===== src/rtl/seq_divider.sv =====
`default_nettype none
// ============================================================================
// Module   : seq_divider
// Purpose  : Sequential unsigned restoring divider, 2N/N -> 2N quotient, N rem,
//            one quotient bit per clock, load/valid handshake.
// Revision : 1.0  initial release
// ============================================================================
module seq_divider #(
  parameter int N = 4
) (
  input  logic           clk,
  input  logic           rst,
  input  logic           load,
  input  logic [2*N-1:0] a,
  input  logic [N-1:0]   b,
  output logic [2*N-1:0] q,
  output logic [N-1:0]   r,
  output logic           valid,
  output logic           busy,
  output logic           div_by_zero
);

  localparam int                 c_cnt_w = $clog2(2*N) + 1;
  localparam logic [c_cnt_w-1:0] c_iters = c_cnt_w'(2*N);
  localparam logic [c_cnt_w-1:0] c_one   = c_cnt_w'(1);

  typedef enum logic [1:0] {
    S_IDLE = 2'd0,
    S_RUN  = 2'd1,
    S_DONE = 2'd2
  } state_t;

  state_t               r_state;
  state_t               w_state_nxt;
  logic                 w_accept;
  logic [c_cnt_w-1:0]   r_cnt;
  logic [N-1:0]         r_pr;
  logic [2*N-1:0]       r_dq;
  logic [N-1:0]         r_d;
  logic [N:0]           w_t;
  logic [N:0]           w_diff;
  logic                 w_ge;
  logic [N-1:0]         w_pr_nxt;
  logic [2*N-1:0]       w_dq_nxt;

  // Trial subtraction is N+1 bits wide. Since pr < d always holds, t < 2d, so
  // the borrow bit of t - d is exactly the (t >= d) decision and the stored
  // partial remainder never needs its top bit.
  assign w_t      = {r_pr, r_dq[2*N-1]};
  assign w_diff   = w_t - {1'b0, r_d};
  assign w_ge     = ~w_diff[N];
  assign w_pr_nxt = w_ge ? w_diff[N-1:0] : w_t[N-1:0];
  assign w_dq_nxt = {r_dq[2*N-2:0], w_ge};

  always_ff @(posedge clk or posedge rst) begin
    if (rst) begin
      r_state <= S_IDLE;
    end else begin
      r_state <= w_state_nxt;
    end
  end

  always_comb begin
    w_state_nxt = r_state;
    w_accept    = 1'b0;
    case (r_state)
      S_IDLE, S_DONE: begin
        if (load) begin
          w_accept    = 1'b1;
          w_state_nxt = (b == '0) ? S_DONE : S_RUN;
        end
      end
      S_RUN: begin
        if (r_cnt == c_one) begin
          w_state_nxt = S_DONE;
        end
      end
      default: w_state_nxt = S_IDLE;
    endcase
  end

  always_ff @(posedge clk or posedge rst) begin
    if (rst) begin
      r_cnt       <= '0;
      r_pr        <= '0;
      r_dq        <= '0;
      r_d         <= '0;
      q           <= '0;
      r           <= '0;
      valid       <= 1'b0;
      busy        <= 1'b0;
      div_by_zero <= 1'b0;
    end else if (w_accept) begin
      if (b == '0) begin
        q           <= '1;
        r           <= '0;
        div_by_zero <= 1'b1;
        valid       <= 1'b1;
        busy        <= 1'b0;
      end else begin
        r_dq  <= a;
        r_d   <= b;
        r_pr  <= '0;
        r_cnt <= c_iters;
        valid <= 1'b0;
        busy  <= 1'b1;
      end
    end else if (r_state == S_RUN) begin
      r_pr  <= w_pr_nxt;
      r_dq  <= w_dq_nxt;
      r_cnt <= r_cnt - c_one;
      if (r_cnt == c_one) begin
        q           <= w_dq_nxt;
        r           <= w_pr_nxt;
        valid       <= 1'b1;
        busy        <= 1'b0;
        div_by_zero <= 1'b0;
      end
    end
  end

endmodule
`default_nettype wire


===== config.mk =====
export PLATFORM = sky130hd
export DESIGN_NAME = seq_divider
export DESIGN_NICKNAME = d
export VERILOG_FILES = /design/src/rtl/seq_divider.sv
export SDC_FILE = /design/constraint.sdc
export NUM_CORES = 1
export LEC_CHECK = 0
export ABC_AREA = 1
export BUFFER_PORTS_ARGS = -buffer_cell sky130_fd_sc_hd__buf_2
export CORE_ASPECT_RATIO = 0.8
export CORE_MARGIN = 5
export CORE_UTILIZATION = 44
export DETAILED_ROUTE_END_ITERATION = 8
export SYNTH_ARGS = -nofsm -noshare
export SYNTH_HDL_FRONTEND = slang
export SYNTH_SLANG_ARGS = --single-unit

===== constraint.sdc =====
create_clock -name clk -period 2.2 [get_ports clk]
set_input_delay 0.11 -clock clk [delete_from_list [all_inputs] [get_ports clk]]
set_output_delay 0.11 -clock clk [all_outputs]
set_load 0.02 [all_outputs]

==> results of run 1 <==
[power by group through the flow]
stage / sequential, mW / clock [mW] / combinational, mW
5_1_grt: 1.20 / 0.508 / 2.01
6_report: 1.16 / 0.462 / 1.74
2_1_floorplan: 1.31 / 0 / 1.22
4_1_cts: 1.17 / 0.479 / 1.76
3_3_place_gp: 1.17 / 0 / 1.73
3_5_place_dp: 1.18 / 0 / 1.74
[cell type report]
type,count,area [um^2]
flip-flops and latches,37,925.9
fillers,414,1998
clock buffers,5,68.82
multi-input cells,145,752.0
inverters,32,121.4
repair buffers,32,170.2
well taps,57,71.32
clock inverters,3,17.52
[cell usage after synthesis]
library cell	number	area (um^2)
nor2_4	1	11.26
fa_1	1	20.02
o21ai_1	2	10.01
o21ai_0	12	60.06
nor4_1	1	6.260
nor2_1	4	15.01
nand3_1	18	90.09
o21ai_4	1	16.27
ha_1	6	75.07
nand3b_1	1	7.510
inv_1	29	108.9
clkbuf_1	1	3.750
clkinv_2	1	5.000
buf_2	4	20.02
nand2_4	2	22.52
o211ai_1	7	52.55
buf_6	1	11.26
buf_4	1	7.510
mux2_2	1	11.26
o31ai_1	1	7.510
xnor2_1	1	8.760
nand2_2	2	12.51
o22ai_1	2	12.51
nand2_1	78	292.8
a21oi_1	4	20.02
inv_2	2	7.510
dfrtp_1	37	925.9
[how the worst min path moves through the flow]
stage,from,end,slack (ns),depth (start not counted)
finish,load,r_state[1],0.06,2
global route,load,r_state[1],0.06,2
CTS,load,r_state[1],0.06,2
detailed placement,rst,r_dq[4],0.24,3
global placement,rst,r_dq[4],0.25,3
floorplan,load,r_state[1],0.22,1
[per-layer routing]
layer | vias up | GRT usage [%] | routed length, um
met4 | 0 | 4.979 | 49
li1 | 762 | - | -
met2 | 34 | 24.70 | 1627
met1 | 663 | 20.23 | 1867
met3 | 7 | 4.079 | 180
met5 | - | 0 | 0
[cell families (layout without fill, tap and decap cells)]
family	Yosys count	in the layout	synth area share [%]
compound gates	29	29	9.715
mux	1	1	0.6114
flops	37	37	50.27
fa+ha+maj	7	7	5.163
xor+xnor	1	1	0.4756
buf+inv	39	72	8.899
simple gates	107	107	24.86
[worst register-to-register path, delay by kind of cell, from the launching register on]
kind	cells	cell delay, ns
AND/OR/NAND/NOR	7	0.61
flip-flops	1	0.35
adder cells (fa/ha/maj)	2	0.63
buffers and inverters	2	0.15
[flip-flops by register name, indices dropped and copies added (netlist names)]
signal and flops:
q 8, r_dq 8, r 4, r_cnt 4
r_d 4, r_pr 4, r_state 2, busy 1
div_by_zero 1, valid 1
[repair_timing]
action,4_1_cts,5_1_grt
hold buffers,1,0
endpoints found under the hold margin,37,0
setup endpoints to repair,0,0
gates resized for setup,0,0
[through the flow]
stage,hold slack [ns],instances
floorplan,0.2172,221
global placement,0.2481,302
detailed placement,0.2443,302
CTS,0.06236,311
global route,0.05553,311
finish,0.06301,311
==> results.yml, run 1 <==
status:
  run_status: "complete, no violations"
sta:
  worst_slew_margin_rel_pct: 68.58
  finalCriticalPeriod_ns: 1.830
  setup_total_negative_slack_ns: 0
  grt_setup_unrepaired: "no"
  drv_slew: 0
  fmaxAchievable_mhz: 546.5
  max_slew.worst_pin.slew_ns: 0.4713
  final.period_utilization_pct: 83.17
  finalHoldViolCount: 0
  clock_skew_ns: 0.004339
  final.setup.worst_slack_ns: 0.3702
  setup_viol: 0
clock_tree:
  clock_tree.root_cell: "clkbuf_8"
  tritoncts: "yes"
  clock_insertion_delay_worst_skew_ns: 0.29
  clk_transition_reported_paths_ns: 0.07
  ctsLongestPathBuffers: 2
  setup_repair_bufs_after_cts: 0
  clkSinkCount: 37
  cts_inserted_buffers: 5
  ctsHtreeMaxLevel: 2
synth:
  synthesis.nets: 243
  yosysSeqAreaShare_pct: 50.27
  synthDistinctLibCells: 27
  postSynthCellCount: 221
  post_synth.cell_area_avg_um2: 8.334
  netlist_area_before_placement_mm2: 0.001842
  synth.ff_latch_count: 37
  warning_count_from_the_yosys_run: 0
drt:
  wl_per_cell_um: 11.98
  drtIter0Drc: 82
  route.detailed.vias_per_inst: 4.714
  route.final.wire_length_um: 3725
  drc: 0
  detail-route-antenna-nets: 0
  vias: 1466
  dr.pass1.iters: 4
die:
  io_pins: 30
  design.die.area_mm2: 0.005588
  rows: 21
  die_h_um: 67.87
  core-area_mm2: 0.004125
  die_width_um: 82.34
  initial_utilization_pct: 44.65
setup_path:
  crit_path_max_fanout: 5
  timing.rr.start: "r_dq[7]"
  buf_inv_stages_crit_path: 2
  worst_setup_path_start_kind: "register"
  critPathTopFamily: "adder cells"
  timing.reg2reg.setup_slack_ns: 0.37
  crit_path_end: "r[0]"
  worst-endpoint-required_ns: 2.38
  worstPathArrival_ns: 2.01
  timing_worst_setup_path_type: "reg -> reg"
  worst_setup_end_kind: "register"
  timing.critical_path.cells: "inv_1 -> ha_1 -> fa_1 -> inv_1 -> nand3_1 -> nand3_1 -> nand2_1 -> nand2_1 -> nand2_1 -> nand3_1 -> nand2_1"
  worst-path-stages: 11
  worstReg2RegEnd: "r[0]"
  worst_setup_path_startpoint: "r_dq[7]"
  cp_common_cell: "nand2_1"
  crit_path_max_incr_delay_ns: 0.41
  worst-r2r-cell-count: 11
  max_stage_delay_cell_worst_path: "fa_1"
layout:
  most_common_cell_after_layout_fill_and_taps_aside: "nand2_1"
  finished_layout_cell_area_mm2: 0.002127
  antenna-diode-count: 0
  post_route_cells_drive_above_1_share_pct: 19.29
  final_core_util_pct: 51.56
  finalNetCount: 275
  most-common-layout-cells: "nand2_1, dfrtp_1, inv_1, buf_2, nand3_1"
  area_delta_synth_final_pct: 15.49
power_and_ir_drop:
  power_leakage_nw: 1.185
  p_int_mw: 1.819
  power_frac_comb_pct: 51.7
  p_clk_share_pct: 13.7
  power.share.sequential_pct: 34.6
  swShare_pct: 45.95
  design_power_total_mw: 3.365
  power-per-cell-area_mw_per_mm2: 1582
  vdd.ir_drop.worst_mv: 0.9698
  switching_power_mw: 1.546
global_route:
  aggregate_global_route_resource_usage_pct: 15.38
  grt_pass1_vias: 1419
  grt_antenna_before_repair: 0
  grt-ovfl-total: 0
  grt_start_max_net_pins: 38
  global_route_wire_length_before_repair_um: 6430
placement:
  postPlaceCellArea_mm2: 0.002031
  dpl_worst_slack_ns: 0.4000
  placement.io_buffers: 29
  gp_congestion: 0.7780
  post-dp-hpwl_um: 2594
hold_path:
  holdCritPathClass: "in -> reg"
run:
  maxCapViolCount: 0
(Power assumes the default switching activity.)
==> run 2: changes to the inputs <==
PLACE_DENSITY = 0.67   (was default)
clock period = 1.5 ns   (was 2.2 ns; I/O delays follow)
==> run 2 against run 1 <==
Against the previous run:
- the run now ends with negative setup slack left
- clock skew up 0.0033 ns
- worst setup slack got worse by 0.60 ns
- non-clock buffer count up 13
- maximum frequency up 6.0%
- first-iteration DRC count shrank 17%
- via count is 6.5% higher
- combinational power grew 80%
- sequential power is 48% higher
==> results.yml, run 2 (synthesis gave the netlist of run 1 again) <==
sta:
  grt_setup_unrepaired: "yes"
  final.setup.worst_slack_ns: -0.2259
  setup_viol: 10
  max_slew.worst_pin.slew_ns: 0.4621
  clock_skew_ns: 0.007604
  final.period_utilization_pct: 115.1
  finalHoldViolCount: 0
  finalCriticalPeriod_ns: 1.726
  worst_slew_margin_rel_pct: 69.20
  drv_slew: 0
  fmaxAchievable_mhz: 579.4
layout:
  fill_cells: 382
  finished_layout_cell_area_mm2: 0.002301
  post_route_cells_drive_above_1_share_pct: 28.57
  antenna-diode-count: 0
  area_delta_synth_final_pct: 24.93
  largest_regs: "q (8), r_dq (8)"
  finalNetCount: 288
  final_core_util_pct: 55.78
  most-common-layout-cells: "nand2_1, dfrtp_1, buf_2, inv_1, buf_4"
  multi_input_gate_area_in_the_final_layout_um2: 814.5
  most_common_cell_after_layout_fill_and_taps_aside: "nand2_1"
  layout.area.seq_um2: 925.9
clock_tree:
  clock_tree.root_cell: "clkbuf_8"
  clkSinkCount: 37
  clk_transition_reported_paths_ns: 0.07
  clock_insertion_delay_worst_skew_ns: 0.29
  ctsHtreeMaxLevel: 2
  ctsLongestPathBuffers: 2
  tritoncts: "yes"
  cts_inserted_buffers: 5
placement:
  gp_congestion: 0.8268
  postPlaceCellArea_mm2: 0.002128
  post-dp-hpwl_um: 2736
  placement.io_buffers: 29
drt:
  route.detailed.vias_per_inst: 4.836
  drtIter0Drc: 68
  route.final.wire_length_um: 4012
  vias: 1562
  dr.pass1.iters: 4
  drc: 0
  detail-route-antenna-nets: 0
  wl_per_cell_um: 12.42
die:
  design.die.area_mm2: 0.005588
  die_h_um: 67.87
  initial_utilization_pct: 44.65
  die_width_um: 82.34
  rows: 21
  core-area_mm2: 0.004125
  io_pins: 30
global_route:
  global_route.usage.met3_pct: 5.921
  global_route.usage.met1_pct: 21.92
  global_route_wire_length_before_repair_um: 6748
  met2_usage_pct: 24.10
  gr_peak_layer: "met2"
  aggregate_global_route_resource_usage_pct: 16.48
  grt_start_max_net_pins: 38
  grt_pass1_vias: 1466
  grt-ovfl-total: 0
  grt_antenna_before_repair: 0
power_and_ir_drop:
  power_leakage_nw: 1.254
  vdd.ir_drop.worst_mv: 1.141
  design_power_total_mw: 5.562
  power-per-cell-area_mw_per_mm2: 2417
setup_path:
  crit_path_max_fanout: 5
  worst_setup_path_start_kind: "register"
  timing_worst_setup_path_type: "reg -> reg"
  worst-endpoint-required_ns: 1.71
  worst_setup_end_kind: "register"
  worstPathArrival_ns: 1.94
status:
  violations: "negative setup slack"
  run_status: "complete, but fails checks"
run:
  maxCapViolCount: 0
hold_path:
  holdCritPathClass: "in -> reg"
## run 2: cell count changes in the layout (fill, tap and decap cells not counted), moves of 3 or more
cell / before / now
nand2_2: 2 / 5
nand3_2: 0 / 5
inv_1: 29 / 25
clkinv_2: 3 / 0
nand3_1: 18 / 13
nand2_1: 78 / 74
buf_4: 2 / 14
inv_2: 2 / 6
## run 2: per-stage QoR
| stage | cells | setup WS (ns) | hold WS, ns | setup TNS, ns |
|---|---|---|---|---|
| floorplan | 221 | -0.03594 | 0.1822 | -0.2262 |
| global placement | 312 | -0.1757 | 0.2049 | -1.086 |
| detailed placement | 312 | -0.2025 | 0.2175 | -1.441 |
| CTS | 321 | -0.1702 | 0.02010 | -1.411 |
| global route | 323 | -0.3037 | 0.03489 | -2.882 |
| finish | 323 | -0.2259 | 0.03165 | -1.831 |
## run 2: final cells by class
type | count | share of cell area [%]
Inverter | 32 | 5.329
Multi-Input combinational cell | 145 | 35.40
Clock buffer | 7 | 3.752
Tap cell | 57 | 3.100
Timing Repair Buffer | 45 | 12.18
Sequential cell | 37 | 40.24
## run 2: metal layers
| layer | wire length, um | up-vias | share of wire [%] |
|---|---|---|---|
| li1 | - | 787 | - |
| met1 | 1911 | 732 | 48 |
| met2 | 1808 | 31 | 45 |
| met3 | 171 | 12 | 4.3 |
| met4 | 120 | 0 | 3.0 |
| met5 | 0 | - | 0 |
## run 2: worst max-delay path, cell delays in order (launching register included)
cell,delay (ns)
dfrtp_1,0.41
ha_4,0.18
fa_2,0.35
inv_2,0.07
nand2_1,0.06
nand2_2,0.08
nand3_2,0.10
nand2_4,0.10
buf_4,0.13
nor2_4,0.04
o21ai_1,0.12
## run 2: final timing paths
| path | from | to | slack, ns | cells past startpoint |
|---|---|---|---|---|
| max | r_d[0] | q[0] | -0.23 | 10 |
| min | b[0] | r_d[0] | 0.03 | 2 |
| max reg2reg | r_d[0] | q[0] | -0.23 | 10 |
| min reg2reg | valid | valid | 0.47 | 2 |
| max in group asynchronous | rst | busy | 0.75 | 4 |
| min in group asynchronous | rst | r_cnt[1] | 0.43 | 4 |
## run 2: power breakdown
group	internal, mW	switching (mW)	total (mW)
clock	0.365	0.345	0.709
combinational	1.23	1.90	3.13
sequential	1.47	0.252	1.72
## run 2: what timing repair did
action	in CTS	in global routing
endpoints found under the setup margin	10	21
resized for setup	8	7
hold buffers	1	0
pin swaps	3	4
buffers inserted	1	2
endpoints found under the hold margin	37	0
cloned	0	0
==> run 3: changes to the inputs <==
PLACE_DENSITY = 0.72   (was 0.67)
SETUP_SLACK_MARGIN = 0.2   (was default)
==> run 3 against run 2 <==
Against the previous run:
- the flow still finishes with violations (negative setup slack)
- clock skew down 0.0054 ns
- via count up 8.6%
- register-to-register slack worse by 0.02 ns
- flip-flop and latch count unchanged
- sequential power about the same
- non-clock buffer count up 9
- first-iteration DRC count up 79%
- global-route usage up 1.3 points
- final area up 13%
- largest power group unchanged
==> results.yml, run 3 (synthesis gave the netlist of run 1 again) <==
drt:
  detail-route-antenna-nets: 0
  route.final.wire_length_um: 4854
  drc: 0
  wl_per_cell_um: 14.45
  route.detailed.vias_per_inst: 5.048
  dr.pass1.iters: 4
  drtIter0Drc: 122
  vias: 1696
layout:
  post_route_cells_drive_above_1_share_pct: 40.50
  area_delta_synth_final_pct: 41.51
  most_common_cell_after_layout_fill_and_taps_aside: "nand2_1"
  antenna-diode-count: 0
  finalNetCount: 300
  fill_cells: 324
  largest_regs: "q (8), r_dq (8)"
  most-common-layout-cells: "nand2_1, dfrtp_1, buf_2, inv_1, buf_4"
  final_core_util_pct: 63.18
die:
  rows: 21
  die_h_um: 67.87
  io_pins: 30
  initial_utilization_pct: 44.65
  core-area_mm2: 0.004125
  design.die.area_mm2: 0.005588
  die_width_um: 82.34
global_route:
  grt_pass1_vias: 1689
  aggregate_global_route_resource_usage_pct: 17.81
  grt-ovfl-total: 0
  grt_antenna_before_repair: 0
  global_route_wire_length_before_repair_um: 7438
  grt_start_max_net_pins: 38
sta:
  worst_slew_margin_rel_pct: 68.77
  clock_skew_ns: 0.002234
  drv_slew: 0
  final.period_utilization_pct: 116.3
  finalHoldViolCount: 0
  holdWs_ns: 0.02216
  final.setup.worst_slack_ns: -0.2446
  finalCriticalPeriod_ns: 1.745
  setup_total_negative_slack_ns: -1.867
  setup_viol: 10
  max_slew.worst_pin.slew_ns: 0.4684
  grt_setup_unrepaired: "yes"
  fmaxAchievable_mhz: 573.2
placement:
  post-dp-hpwl_um: 2738
  placement.io_buffers: 29
  dpl_worst_slack_ns: -0.1436
  gp_congestion: 0.8388
setup_path:
  worst-endpoint-required_ns: 1.69
  timing.critical_path.cells: "ha_4 -> fa_2 -> inv_2 -> nand3_2 -> nand3_2 -> nand2_4 -> nand2_1 -> nand2_2 -> nand3_1 -> nand2_1"
  worst_setup_end_kind: "register"
  max_stage_delay_cell_worst_path: "dfrtp_1"
  worst-r2r-cell-count: 10
  crit_path_max_incr_delay_ns: 0.41
  worstReg2RegEnd: "r[0]"
  timing_worst_setup_path_type: "reg -> reg"
  timing.reg2reg.setup_slack_ns: -0.24
  crit_path_max_fanout: 5
  timing.rr.start: "r_d[0]"
  worst_setup_path_start_kind: "register"
  worstPathArrival_ns: 1.94
power_and_ir_drop:
  power-per-cell-area_mw_per_mm2: 2492
  vdd.ir_drop.worst_mv: 1.134
  design_power_total_mw: 6.494
  power_leakage_nw: 1.386
clock_tree:
  ctsHtreeMaxLevel: 2
  clkSinkCount: 37
  tritoncts: "yes"
  ctsLongestPathBuffers: 2
  clk_transition_reported_paths_ns: 0.07
  clock_insertion_delay_worst_skew_ns: 0.29
  cts_inserted_buffers: 5
  clock_tree.root_cell: "clkbuf_8"
status:
  run_status: "complete, but fails checks"
  violations: "negative setup slack"
hold_path:
  holdCritPathClass: "in -> reg"
  worstHoldStart: "load"
  hold-path-cell-count: 2
  min_delay_worst_endpoint: "r_state[1]"
run:
  maxCapViolCount: 0
## run 3: changes by cell type in the layout (fill, tap and decap cells not counted), moves of 2 or more
cell,previous run,this run
buf_4,14,19
nand2_4,3,11
nand2_8,0,2
buf_6,0,3
nand2_2,5,16
nand2_1,74,55
nand3_1,13,10
nand3_2,5,7
clkinv_8,0,2
## run 3: timing repair
action | in CTS | in global routing
setup endpoints to repair | 25 | 25
gates resized for setup | 18 | 39
hold buffers | 1 | 0
hold endpoints to repair | 37 | 0
pin swaps | 7 | 16
buffers inserted | 9 | 5
cloned | 3 | 1
## run 3: cell type report
class                      count  area [um^2]  area share [%]
clock buffer                   7        86.33           3.313
clock inverter                 1        30.03           1.152
inverter                      32        132.6           5.089
multi-input combinational    147        972.2           37.30
sequential                    37        925.9           35.53
tap                           57        71.32           2.736
timing repair buffer          54        371.6           14.26
timing repair inverter         1        16.27          0.6241
## run 3: how the worst max path moves through the flow
stage               cells past startpoint       to     from  slack (ns)
global placement                       12     r[3]  r_dq[7]       -0.11
floorplan                              11  r_pr[3]  r_dq[7]       -0.04
finish                                 10     r[0]   r_d[0]       -0.24
detailed placement                     12     r[3]  r_dq[7]       -0.14
global route                           11  r_pr[0]   r_d[0]       -0.34
CTS                                    11  r_pr[1]   r_d[0]       -0.18
## run 3: per-stage QoR
stage               cells  cell area (um^2)
CTS                   330              2405
global placement      309              2098
finish                336              2606
detailed placement    309              2098
floorplan             221              1863
global route          336              2606
## run 3: where the power goes
group | internal [mW] | switching (mW) | total [mW]
Sequential | 1.47 | 0.277 | 1.75
Combinational | 1.51 | 2.33 | 3.84
Clock | 0.542 | 0.363 | 0.905
Total | 3.53 | 2.97 | 6.49
## run 3: worst max-delay path, delay by kind of cell (launching register included)
family	cells	cell delay (ns)
AND/OR/NAND/NOR	7	0.64
adder cells (fa/ha/maj)	2	0.52
flip-flops	1	0.41
buffers and inverters	1	0.09
## run 3: layer usage
metal | vias up | share of wire (%) | GRT usage [%]
met5 | - | 0 | 0
met4 | 0 | 2.3 | 8.714
met3 | 12 | 5.3 | 4.342
met2 | 60 | 51 | 28.00
met1 | 804 | 42 | 22.99
li1 | 820 | - | -
